--- config.mk ---
export PLATFORM = sky130hd
export DESIGN_NAME = mem_stage
export DESIGN_NICKNAME = d
export VERILOG_FILES = /design/src/rtl/mem_pkg.sv /design/src/rtl/load_align.sv /design/src/rtl/register_generic.sv /design/src/rtl/mem_stage.sv
export SDC_FILE = /design/constraint.sdc
export NUM_CORES = 1
export LEC_CHECK = 0
export BUFFER_PORTS_ARGS = -buffer_cell sky130_fd_sc_hd__buf_2
export CAP_MARGIN = 20
export CORE_AREA = 2 2 99 101
export DETAILED_ROUTE_END_ITERATION = 8
export DIE_AREA = 0 0 101 103
export MAX_ROUTING_LAYER = met4
export PLACE_DENSITY = 0.85
export SYNTH_ARGS = -nofsm -noshare
export SYNTH_HDL_FRONTEND = slang
export SYNTH_SLANG_ARGS = --single-unit
--- constraint.sdc ---
create_clock -name clk -period 3.7 [get_ports clk]
set_clock_uncertainty 0.2 [all_clocks]
set_input_delay 1.11 -clock clk [delete_from_list [all_inputs] [get_ports clk]]
set_output_delay 1.11 -clock clk [all_outputs]
set_load 0.01 [all_outputs]
--- src/rtl/mem_pkg.sv ---
// Shared definitions for the memory-access stage: control-word bit positions,
// access size / write-back select encodings and the memory-port FSM states.
package mem_pkg;

    localparam int CW_MEM_RD    = 6;
    localparam int CW_MEM_WR    = 5;
    localparam int CW_SIZE_HI   = 4;
    localparam int CW_SIZE_LO   = 3;
    localparam int CW_UNSIGNED  = 2;
    localparam int CW_WB_SEL_HI = 1;
    localparam int CW_WB_SEL_LO = 0;

    typedef enum logic [1:0] {
        SIZE_BYTE = 2'b00,
        SIZE_HALF = 2'b01,
        SIZE_WORD = 2'b10,
        SIZE_BAD  = 2'b11
    } size_e;

    typedef enum logic [1:0] {
        WB_NONE = 2'b00,
        WB_ALU  = 2'b01,
        WB_LOAD = 2'b10,
        WB_NPC4 = 2'b11
    } wb_sel_e;

    typedef enum logic [1:0] {
        S_IDLE     = 2'b00,
        S_WAIT_GNT = 2'b01,
        S_WAIT_RV  = 2'b10
    } state_e;

    // Natural alignment check; the reserved size encoding never aligns.
    function automatic logic is_aligned(input size_e size, input logic [1:0] lsb);
        case (size)
            SIZE_BYTE: return 1'b1;
            SIZE_HALF: return ~lsb[0];
            SIZE_WORD: return lsb == 2'b00;
            default:   return 1'b0;
        endcase
    endfunction

endpackage

--- src/rtl/load_align.sv ---
// Picks the addressed byte/half out of a 32-bit read word and zero- or
// sign-extends it to a full register value.
module load_align
    import mem_pkg::*;
(
    input  logic [31:0] rdata,
    input  logic [1:0]  lsb,
    input  logic [1:0]  size,
    input  logic        load_unsigned,
    output logic [31:0] data
);

    logic [7:0]  byte_sel;
    logic [15:0] half_sel;

    always_comb begin
        byte_sel = rdata[8*lsb +: 8];
        half_sel = lsb[1] ? rdata[31:16] : rdata[15:0];
        case (size_e'(size))
            SIZE_BYTE: data = {{24{~load_unsigned & byte_sel[7]}}, byte_sel};
            SIZE_HALF: data = {{16{~load_unsigned & half_sel[15]}}, half_sel};
            default:   data = rdata;
        endcase
    end

endmodule

--- src/rtl/register_generic.sv ---
// Enabled D register with asynchronous active-low reset to a fixed value.
module register_generic #(
    parameter int               WIDTH       = 32,
    parameter logic [WIDTH-1:0] RESET_VALUE = '0
) (
    input  logic             clk,
    input  logic             rst,
    input  logic             en,
    input  logic [WIDTH-1:0] d,
    output logic [WIDTH-1:0] q
);

    // NOTE: non-blocking assignment so every flop samples pre-edge values.
    always_ff @(posedge clk or negedge rst) begin
        if (!rst) begin
            q <= RESET_VALUE;
        end else if (en) begin
            q <= d;
        end
    end

endmodule

--- src/rtl/mem_stage.sv ---
// Memory-access stage: drives the req/gnt/rvalid data port, stalls upstream
// while an access is outstanding and owns the MEM/WB pipeline register.
module mem_stage
    import mem_pkg::*;
#(
    parameter int N = 32
) (
    input  logic         clk,
    input  logic         rst,
    input  logic [N-1:0] ALUres,
    input  logic [N-1:0] wrData,
    input  logic [6:0]   cwMEM,
    input  logic [4:0]   Rdest,
    input  logic [N-1:0] NPC4_OUT,
    output logic         dmem_req,
    output logic         dmem_we,
    output logic [N-1:0] dmem_addr,
    output logic [3:0]   dmem_be,
    output logic [N-1:0] dmem_wdata,
    input  logic         dmem_gnt,
    input  logic         dmem_rvalid,
    input  logic [N-1:0] dmem_rdata,
    output logic         stall,
    output logic         misalign,
    output logic [N-1:0] wbData,
    output logic [4:0]   RdestWB,
    output logic         regWriteWB
);

    logic    mem_rd;
    logic    mem_wr;
    logic    load_unsigned;
    size_e   size;
    wb_sel_e wb_sel;
    logic    mem_op;
    logic    access;
    logic    misalign_raw;

    assign mem_rd        = cwMEM[CW_MEM_RD];
    assign mem_wr        = cwMEM[CW_MEM_WR];
    assign load_unsigned = cwMEM[CW_UNSIGNED];
    assign size          = size_e'(cwMEM[CW_SIZE_HI:CW_SIZE_LO]);
    assign wb_sel        = wb_sel_e'(cwMEM[CW_WB_SEL_HI:CW_WB_SEL_LO]);
    assign mem_op        = mem_rd | mem_wr;
    assign access        = mem_op & is_aligned(size, ALUres[1:0]);

    state_e state;
    state_e state_next;
    logic   req_raw;
    logic   complete;
    logic   stall_raw;

    always_ff @(posedge clk or negedge rst) begin
        if (!rst) begin
            state <= S_IDLE;
        end else begin
            state <= state_next;
        end
    end

    // NOTE: every always_comb output gets a default first so no latch is inferred.
    always_comb begin
        state_next = state;
        case (state)
            S_IDLE: begin
                if (access) begin
                    if (!dmem_gnt) begin
                        state_next = S_WAIT_GNT;
                    end else if (!mem_wr) begin
                        state_next = S_WAIT_RV;
                    end
                end
            end
            S_WAIT_GNT: begin
                if (dmem_gnt) begin
                    state_next = mem_wr ? S_IDLE : S_WAIT_RV;
                end
            end
            S_WAIT_RV: begin
                if (dmem_rvalid) begin
                    state_next = S_IDLE;
                end
            end
            default: state_next = S_IDLE;
        endcase
    end

    always_comb begin
        req_raw      = 1'b0;
        complete     = 1'b0;
        misalign_raw = 1'b0;
        case (state)
            S_IDLE: begin
                req_raw      = access;
                complete     = access & mem_wr & dmem_gnt;
                misalign_raw = mem_op & ~access;
            end
            S_WAIT_GNT: begin
                req_raw  = 1'b1;
                complete = mem_wr & dmem_gnt;
            end
            S_WAIT_RV: begin
                complete = dmem_rvalid;
            end
            default: ;
        endcase
        stall_raw = ((state != S_IDLE) | access) & ~complete;
    end

    // Reset masks the port and pipeline controls at once, even mid-access.
    assign dmem_req = rst & req_raw;
    assign stall    = rst & stall_raw;
    assign misalign = rst & misalign_raw;

    assign dmem_we   = mem_wr;
    assign dmem_addr = {ALUres[N-1:2], 2'b00};

    always_comb begin
        case (size)
            SIZE_BYTE: begin
                dmem_be    = 4'b0001 << ALUres[1:0];
                dmem_wdata = {4{wrData[7:0]}};
            end
            SIZE_HALF: begin
                dmem_be    = 4'b0011 << ALUres[1:0];
                dmem_wdata = {2{wrData[15:0]}};
            end
            default: begin
                dmem_be    = 4'b1111;
                dmem_wdata = wrData;
            end
        endcase
    end

    logic [N-1:0] load_data;
    logic [N-1:0] wb_next;
    logic         reg_write_next;
    logic         retire;

    load_align u_load_align (
        .rdata         (dmem_rdata),
        .lsb           (ALUres[1:0]),
        .size          (cwMEM[CW_SIZE_HI:CW_SIZE_LO]),
        .load_unsigned (load_unsigned),
        .data          (load_data)
    );

    always_comb begin
        case (wb_sel)
            WB_LOAD: wb_next = load_data;
            WB_NPC4: wb_next = NPC4_OUT;
            default: wb_next = ALUres;
        endcase
    end

    // A stalled cycle retires nothing: the register takes a bubble instead.
    assign retire         = ~stall_raw;
    assign reg_write_next = retire & (wb_sel != WB_NONE) & (Rdest != 5'd0) & ~misalign_raw;

    register_generic #(.WIDTH(N)) u_wb_data (
        .clk (clk),
        .rst (rst),
        .en  (retire),
        .d   (wb_next),
        .q   (wbData)
    );

    register_generic #(.WIDTH(5)) u_rdest (
        .clk (clk),
        .rst (rst),
        .en  (retire),
        .d   (Rdest),
        .q   (RdestWB)
    );

    register_generic #(.WIDTH(1)) u_reg_write (
        .clk (clk),
        .rst (rst),
        .en  (1'b1),
        .d   (reg_write_next),
        .q   (regWriteWB)
    );

endmodule

## After elaboration in Yosys (flattened, before gate mapping)

Cells that the tools add are included.

- Equality and inequality tests: 10
- Shift operators: 3
- Mux-type cells: 16
- Bitwise logic cells: 22
- Reductions and logical operators: 7

Operator list:

| kind | count |
|---|---|
| $pmux 32 s2 | 3 |
| $shiftx 32x6->8 | 1 |
| $mux 16 | 1 |
| $and 1x1->1 | 14 |
| $mux 2 | 6 |
| $eq 2x2->1 const B | 4 |
| $pmux 4 s2 | 1 |
| $logic_not 2->1 | 3 |
| $ne 2x2->1 const B | 3 |
| $not 1->1 | 6 |
| $pmux 1 s3 | 2 |
| $pmux 2 s3 | 1 |
| $reduce_bool 5->1 | 1 |
| $eq 2x1->1 const B | 2 |
| $reduce_and 4->1 | 1 |
| $reduce_bool 2->1 | 2 |
| $shl 1x2->4 const A | 1 |
| $shl 2x2->4 const A | 1 |
| $ne 3x3->1 const B | 1 |
| $or 1x1->1 | 2 |
| $pmux 1 s2 | 1 |
| $mux 1 | 1 |

- Bits in registers: 40
- Bits of input ports: 144
- Output and inout port bits: 110
- Logic and storage cells: 62

## Longest topological paths before layout

Gate-level depths: netlist (run 1).

- Depth after elaboration: 12
- Mapped depth: 7
- Gate-level depth less buffers: 4

## Cells and area by module

Synthesis (run 1) repeated with hierarchy kept, for this count alone.

- Cell total of the unflattened synthesis: 437
- Area, all modules: 3,925.0 µm²

By module, submodules not included:

| module | times used | cells each | area an instance (µm²) | seq. area each (µm²) |
|---|---|---|---|---|
| mem_stage | 1 | 235 | 1,664.1 | 50.0 |
| register_generic at u_wb_data | 1 | 68 | 1,345.0 | 800.8 |
| load_align | 1 | 122 | 694.4 | 0.0 |
| register_generic at u_rdest | 1 | 10 | 181.4 | 125.1 |
| register_generic at u_reg_write | 1 | 2 | 40.0 | 25.0 |

## Least setup slack after synthesis (run 1)

Ideal clock, no wire load.

- Path type: input port to output port
- Start point: in cwMEM[4]
- End point: out dmem_wdata[10]
- Arrival time: 2,304 ps
- Data required time: 2,390 ps
- Setup slack: 86 ps
- Cell stages on the path: 4
- Buffers on the path: 2
- Path through: clkbuf_1 nor2_1 clkbuf_1 mux2_2

- Longest elaborated chain between the ends: 2
- Elaborated cells on any way between the ends: 3
- Classes of those cells: eq/ne: 1; mux: 1; reduce/logical: 1

RTL lines:

| item | line | text |
|---|---|---|
| from (decl) | mem_stage.sv:12 | `input logic [6:0] cwMEM,` |
| $eq 2x1->1 or $logic_not 2->1 (tied branches) | mem_stage.sv:119 | `case (size)` |
| $pmux 32 s2 (*) | mem_stage.sv:119 |  |
| to (decl) | mem_stage.sv:19 | `output logic [N-1:0] dmem_wdata,` |

Mark *: on every way between the ends. The rest lies on a longest branch, timed or not.

## Worst setup path in the final report (run 1)

- Start point: in ALUres[0]
- End point: out dmem_req

- Longest elaborated chain between the ends: 5
- Elaborated cells on any way between the ends: 6
- Classes of those cells: mux: 2; bitwise: 3; reduce/logical: 1

RTL lines:

| item | line | text |
|---|---|---|
| from (decl) | mem_stage.sv:10 | `input logic [N-1:0] ALUres,` |
| $logic_not 2->1 or $not 1->1 (tied branches) | mem_pkg.sv:38, mem_pkg.sv:37 |  |
| $pmux 1 s3 (*) | mem_pkg.sv:35 | `case (size)` |
| $and 1x1->1 (*) | mem_stage.sv:45 | `assign access = mem_op & is_aligned(size, ALUres[1:0]);` |
| $pmux 1 s2 (*) | mem_stage.sv:92 | `case (state)` |
| $and 1x1->1 (*) | mem_stage.sv:111 | `assign dmem_req = rst & req_raw;` |
| to (decl) | mem_stage.sv:15 | `output logic dmem_req,` |

Marks and branches as above.

==> results of run 1 <==
final cells by class:
| cell class | count | share of cell area |
|---|---|---|
| multi-input cells | 317 | 0.459 |
| repair buffers | 270 | 0.287 |
| flip-flops and latches | 40 | 0.204 |
| well taps | 114 | 0.0290 |
| clock buffers | 5 | 0.0140 |
| clock inverters | 3 | 0.00382 |
| inverters | 4 | 0.00306 |
metal layers:
metal  share of wire  up-vias  track usage
met5               0        -            -
met4           0.028        0       0.0915
met3           0.081       34       0.0420
met2            0.50      223        0.435
met1            0.39     1980        0.283
li1                -     1973            -
cells in the mapped netlist, types with 2 or more instances:
master and count:
a32o_1 2, a31oi_1 41, inv_1 4, and2_1 4, mux2_2 34, dfrtp_1 40
nand2b_1 2, mux2_4 7, and3b_1 4, o211ai_1 2, mux2i_1 14, nand3_1 20
o22ai_1 3, buf_2 7, a21oi_1 14, nor2_1 6, o21bai_1 4, a31o_2 9
o22a_1 5, o21ai_0 26, nor3_1 7, o221a_2 3, nand2_1 31, o31ai_1 13
buf_4 42, nand4_1 3, a2bb2oi_1 5, clkbuf_1 27, nor2b_1 44, or4_1 2
buf_1 4
where the power goes:
| part | switching [W] | internal [W] | leakage, nW |
|---|---|---|---|
| combinational | 0.000371 | 0.000338 | 1.90 |
| sequential | 0.0000552 | 0.000527 | 0.471 |
| clock | 0.000159 | 0.000132 | 0.0479 |
path summary, 6_finish.rpt:
| kind | startpoint | end | slack, ns | depth (start not counted) |
|---|---|---|---|---|
| max in group asynchronous | rst | u_wb_data.q[23] | 2.32 | 2 |
| worst max register to register | state[1] | u_wb_data.q[9] | 1.21 | 6 |
| worst min register to register | u_wb_data.q[20] | u_wb_data.q[20] | 0.31 | 1 |
| min in group asynchronous | rst | u_rdest.q[1] | 0.44 | 1 |
| worst min-delay path | u_wb_data.q[20] | u_wb_data.q[20] | 0.31 | 1 |
| worst max-delay path | ALUres[0] | dmem_req | 0.14 | 6 |
cell families (layout without fill, tap and decap cells):
logic type,Yosys count,after routing,synth area share
compound gates,133,133,0.243
buf+inv,85,282,0.132
flops,40,40,0.268
mux,56,56,0.174
other cells,1,2,0.00100
simple gates,126,126,0.181
registers in the layout, summed over array words and instances (netlist names):
| name | cells |
|---|---|
| state | 2 |
| u_rdest.q | 5 |
| u_reg_write.q | 1 |
| u_wb_data.q | 32 |
through the flow:
stage | setup WS, ns | util | power [W] | instance area, um2
2_1_floorplan | 0.0855 | - | 0.000997 | 3740
3_3_place_gp | 0.217 | 0.510 | 0.00127 | 4820
3_5_place_dp | 0.146 | 0.510 | 0.00129 | 4820
4_1_cts | 0.197 | 0.519 | 0.00158 | 4910
5_1_grt | 0.0578 | 0.519 | 0.00167 | 4910
6_report | 0.143 | 0.519 | 0.00158 | 4910
==> results.md, run 1 <==
* Sequence of cells on the critical path: buf_2 -> a21oi_1 -> o22ai_1 -> a21oi_1 -> and2_1 -> buf_2
* Share of cells above drive strength 1 at 0.526
* Vias in the first global route at 3910
* Grt ovf at 0
* Distinct cells, synth at 43
* Syn_area_per_cell at 8.46 um2
* Synth top area cells: dfrtp_1 27%, mux2_2 10%, buf_4 8.4%
* Crit path buf inv count at 2
* Reg clk slew, reported paths at 0.08 ns
* Post-synth EDFFs at 0
* # diodes at 0
* Fillers at 903
* Drt wl/cell at 18.0 um
* Post-route ant nets at 0
* Largest net degree at the start of global routing at 68
* Fmax at 281 MHz
* RePlAce Congestion at 0.848
* Reg area at 0.00100 mm2
* DIE AREA at 0.0104 mm2
* Rows at 36
* Share of the synthesized area in the top cell type at 0.268
* Post-cts sizing count at 0
* Peak supply drop at 0.147 mV
* Most frequent cells in the layout: 251 x buf_2, 44 x nor2b_1, 41 x a31oi_1, 40 x dfrtp_1, 34 x mux2_2
* Time the worst path needs with I/O delays and setup at 3.56 ns
* Final std cells w/o fill at 753
* Die width at 101 um
* Critical-path maximum fanout at 3
* Drt pass-1 iters at 4
* PD cells at 322 mW/mm2
* Initial Util at 0.395
* # setup viols final at 0
* Kind of start point of the critical path: input pin
* Setup tns final at 0 ns
* Area of the multi-input gates at 0.00225 mm2
* Endpoints failing hold at 0
* Max clock buf depth at 2
* CP top delay family: compound AO/OA/AOI/OAI gates
* Initial DRC Count at 195
* CP arrival at 2.25 ns
* Area Overhead vs Synth at 31.6%
* Relative slew slack at 0.291
* Async set-reset flop share out of synthesis at 1.00
* Hold_buf cts at 0
* Crit Path Category: in -> out
* Core area at 0.00946 mm2
* # placed instances at 745
* Top_reg_cell synth: dfrtp_1
* Initial antenna violation count at 0
* Skew-Pair Late Insertion Delay at 0.29 ns
* H-tree Lvls at 2
* Crit path largest cell delay at 0.40 ns
* Slew Limit Fails at 0
* Netlist Area Pre-Place at 0.00373 mm2
* Pleak at 2.42 nW
* TritonCTS buffer count at 5
* # Post-CTS Setup Buffers at 0
* Status: complete, no violations
* Clk root buf: clkbuf_8
* Fin Hold WS at 0.306 ns
* Worst-Margin Slew at 1.06 ns
* RSZ-0062 raised after global routing: false
* Routed WL at 13.5 mm
* # port buffers at 251
* Layout Nets at 782
* TritonCTS clock tree: done
* Most common cell after layout, fill and taps aside: buf_2
* YS warnings at 0
* CTS sink cnt at 40
* Sequential share of the synthesized area at 0.268
* Io pins at 254
* Final period utilization at 0.961
* # DRC at 0
* Total track usage at 0.247
* Top cell type by total area after synthesis: dfrtp_1
* Worst Path Required at 2.39 ns
* Vias at 4210
* Vert. Die Dim at 103 um
* CP Capture Type: output port
* Mapped Cells at 441
* Yosys reg bits at 40
* MaxCap Viol Count at 0
* First-pass GRT wire length at 19.7 mm
* Slowest CP cell: a21oi_1
* DP HPWL at 10.7 mm
* Min-delay worst type: reg -> reg
* Routed vias/inst at 5.59
Note: power is estimated with default switching activity, not from simulation.
==> run 2: changes to the inputs <==
--- a/config.mk
+++ b/config.mk
@@ -7,2 +7,3 @@
 export LEC_CHECK = 0
+export ABC_AREA = 1
 export BUFFER_PORTS_ARGS = -buffer_cell sky130_fd_sc_hd__buf_2
@@ -13,3 +14,3 @@
 export MAX_ROUTING_LAYER = met4
-export PLACE_DENSITY = 0.85
+export PLACE_DENSITY = 0.88
 export SYNTH_ARGS = -nofsm -noshare
==> constraint.sdc (replaced) <==
create_clock -name clk -period 3.7 [get_ports clk]
set_clock_uncertainty 0.2 [all_clocks]
set_input_delay 0.185 -clock clk [delete_from_list [all_inputs] [get_ports clk]]
set_output_delay 0.185 -clock clk [all_outputs]
set_load 0.01 [all_outputs]
==> results.md, run 2 <==
* Synth top area cells: nand2_1 28%, dfrtp_1 25%, buf_4 8.6%
* Die width at 101 um (unchanged)
* Busiest grt layer: met2
* Layout Nets at 1034 (+32%)
* Count leader, synth: nand2_1
* Initial DRC Count at 422 (+120%)
* Core area at 0.00946 mm2 (unchanged)
* Sequential share of the synthesized area at 0.251 (-0.0176)
* Final Util at 0.538 (+0.0184)
* Max clock buf depth at 2 (unchanged)
* Area of the multi-input gates at 0.00219 mm2 (-3.1%)
* Vias in the first global route at 4580 (+17%)
* Routed vias/inst at 4.91 (-12%)
* Total power at 0.00174 W (+10%)
* Initial antenna violation count at 1 (+1)
* Fillers at 1033 (+14%)
* Io pins at 254 (unchanged)
* Synth Area in XOR/XNOR at 0 (unchanged)
* Drt pass-1 iters at 5 (+1)
* Post-synthesis mux area share at 0 (-0.174)
* Initial Util at 0.422 (+0.0278)
* Synth Area in Compound Gates at 0.121 (-0.122)
* # setup viols final at 0 (unchanged)
* Mapped Cells at 702 (+59%)
* Area Overhead vs Synth at 27.3%
* Vert. Die Dim at 103 um (unchanged)
* Post-route ant nets at 0 (unchanged)
* Critical-path maximum fanout at 30 (+27)
* Endpoints failing hold at 0 (unchanged)
* Skew-Pair Late Insertion Delay at 0.31 ns (+0.02 ns)
* Grt met3 use at 0.0502 (+0.00814)
* Drt wl/cell at 14.2 um (-21%)
* Distinct cells, synth at 30 (-30%)
* DIE AREA at 0.0104 mm2 (unchanged)
* Rows at 36 (unchanged)
* Netlist Area Pre-Place at 0.00400 mm2 (+7.0%)
* PD cells at 343 mW/mm2 (+6.6%)
* Kind of start point of the critical path: input pin
* Top_reg_cell synth: dfrtp_1
* Worst Path Required at 3.31 ns (+0.92 ns)
* Reg area at 0.00100 mm2 (unchanged)
* # DRC at 0 (unchanged)
* TritonCTS buffer count at 5 (unchanged)
* Yosys reg bits at 40 (unchanged)
* Hold_buf cts at 7 (+7)
* Crit Path Category: in -> out
* Routed WL at 14.2 mm (+5.4%)
* Post-cts sizing count at 0 (unchanged)
* Peak supply drop at 0.167 mV (+14%)
* Most common cell after layout, fill and taps aside: nand2_1
* # Post-CTS Setup Buffers at 0 (unchanged)
* YS warnings at 0 (unchanged)
* Slew Limit Fails at 0 (unchanged)
* Met1 Usage GRT at 0.338 (+0.0545)
* Top cell type by total area after synthesis: nand2_1
* Largest family of logic cells by synthesized area: simple AND/OR/NAND/NOR gates
* Fmax at 407 MHz (+45%)
* Clk root buf: clkbuf_8
* Syn_area_per_cell at 5.69 um2 (-33%)
* Share of the synthesized area in the top cell type at 0.275 (+0.00710)
* MaxCap Viol Count at 0 (unchanged)
* Adder and majority gate portion of the synthesized area at 0 (unchanged)
* Grt ovf at 0 (unchanged)
* First-pass GRT wire length at 22.2 mm (+13%)
* RSZ-0062 raised after global routing: false
* Final period utilization at 0.664 (-0.297)
* Most frequent cells in the layout: 293 x nand2_1, 251 x buf_2, 72 x nor2_1, 68 x inv_1, 47 x o21ai_0
* Setup tns final at 0 ns (unchanged)
* DP HPWL at 11.0 mm (+2.9%)
* Worst-Margin Slew at 0.968 ns (-0.0949 ns)
* # port buffers at 251 (unchanged)
* Total track usage at 0.278 (+0.0311)
* Number of flip-flops in the largest register at 32 (unchanged)
* Met2 Use GR at 0.482 (+0.0467)
* Min-delay worst type: in -> reg
* Pleak at 3.10 nW (+28%)
* RePlAce Congestion at 0.871 (+2.6%)
* Reg clk slew, reported paths at 0.09 ns (about the same)
* H-tree Lvls at 2 (unchanged)
* Largest net degree at the start of global routing at 42 (-38%)
* Time the worst path needs with I/O delays and setup at 2.46 ns (-1.10 ns)
* Vias at 4941 (+17%)
* Most flops, register: u_wb_data.q
* TritonCTS clock tree: done
* CP Capture Type: output port
* Async set-reset flop share out of synthesis at 1.00 (unchanged)
* Share of cells above drive strength 1 at 0.323 (-0.203)
* CTS sink cnt at 40 (unchanged)
* Largest registers: u_wb_data.q x32, u_rdest.q x5, state x2
* Post-synth EDFFs at 0 (unchanged)
* Relative slew slack at 0.354 (+0.0626)
* CP arrival at 2.07 ns (-0.18 ns)
* Synth Area in Simple Gates at 0.424 (+0.242)
* Post-synth top cells: 293 x nand2_1, 73 x nor2_1, 68 x inv_1
* Status: complete, no violations
==> run 2: area by class of cell <==
class                           count  area share
Multi-Input combinational cell    507       0.430
Timing Repair Buffer              262       0.267
Sequential cell                    40       0.197
Inverter                           74      0.0556
Tap cell                          114      0.0280
Clock buffer                        5      0.0135
Clock inverter                      3     0.00910
Antenna cell                        1    0.000492
==> run 2: power breakdown <==
group          switching, W  internal (W)  leakage, nW
Sequential        0.0000596      0.000542        0.481
Combinational      0.000459      0.000289         2.57
Clock              0.000192      0.000204       0.0548
==> run 2: final timing paths <==
| check | start | endpoint | slack [ns] | cells past startpoint |
|---|---|---|---|---|
| worst min register to register | u_rdest.q[2] | u_rdest.q[2] | 0.28 | 2 |
| worst max-delay path | cwMEM[4] | stall | 1.24 | 10 |
| worst max register to register | state[0] | u_wb_data.q[0] | 1.54 | 7 |
| min in group asynchronous | rst | u_wb_data.q[10] | 0.27 | 3 |
| worst min-delay path | cwMEM[5] | state[1] | 0.03 | 3 |
| max in group asynchronous | rst | u_wb_data.q[26] | 2.63 | 3 |
==> run 2: layer usage <==
metal,vias up,wire [um]
met2,206,6970
li1,2482,-
met4,0,222
met1,2232,6010
met5,-,0
met3,21,1040
==> run 2: critical path, stage by stage <==
cell     delay [ns]
buf_2          0.23
nor2_4         0.14
buf_4          0.28
inv_2          0.08
nand2_1        0.06
nand3_1        0.06
nand2_1        0.09
nand3_2        0.49
nor2_1         0.27
buf_2          0.17
==> run 2: stage by stage <==
| step | hold WS [ns] | instances | setup WS (ns) | area [um2] |
|---|---|---|---|---|
| 2_1_floorplan | -0.311 | 703 | 2.05 | 4000 |
| 3_3_place_gp | 0.0905 | 990 | 1.17 | 4900 |
| 3_5_place_dp | 0.0947 | 990 | 1.07 | 4900 |
| 4_1_cts | 0.0238 | 1005 | 1.25 | 5080 |
| 5_1_grt | 0.0383 | 1006 | 1.04 | 5090 |
| 6_report | 0.0279 | 1006 | 1.24 | 5090 |
==> run 2: cell families (layout without fill, tap and decap cells) <==
| family | Yosys count | count (layout) |
|---|---|---|
| AOI/OAI and AO/OA | 83 | 83 |
| other | 1 | 3 |
| DFF | 40 | 40 |
| and+or+nand+nor | 422 | 422 |
| buffers and inverters | 156 | 344 |
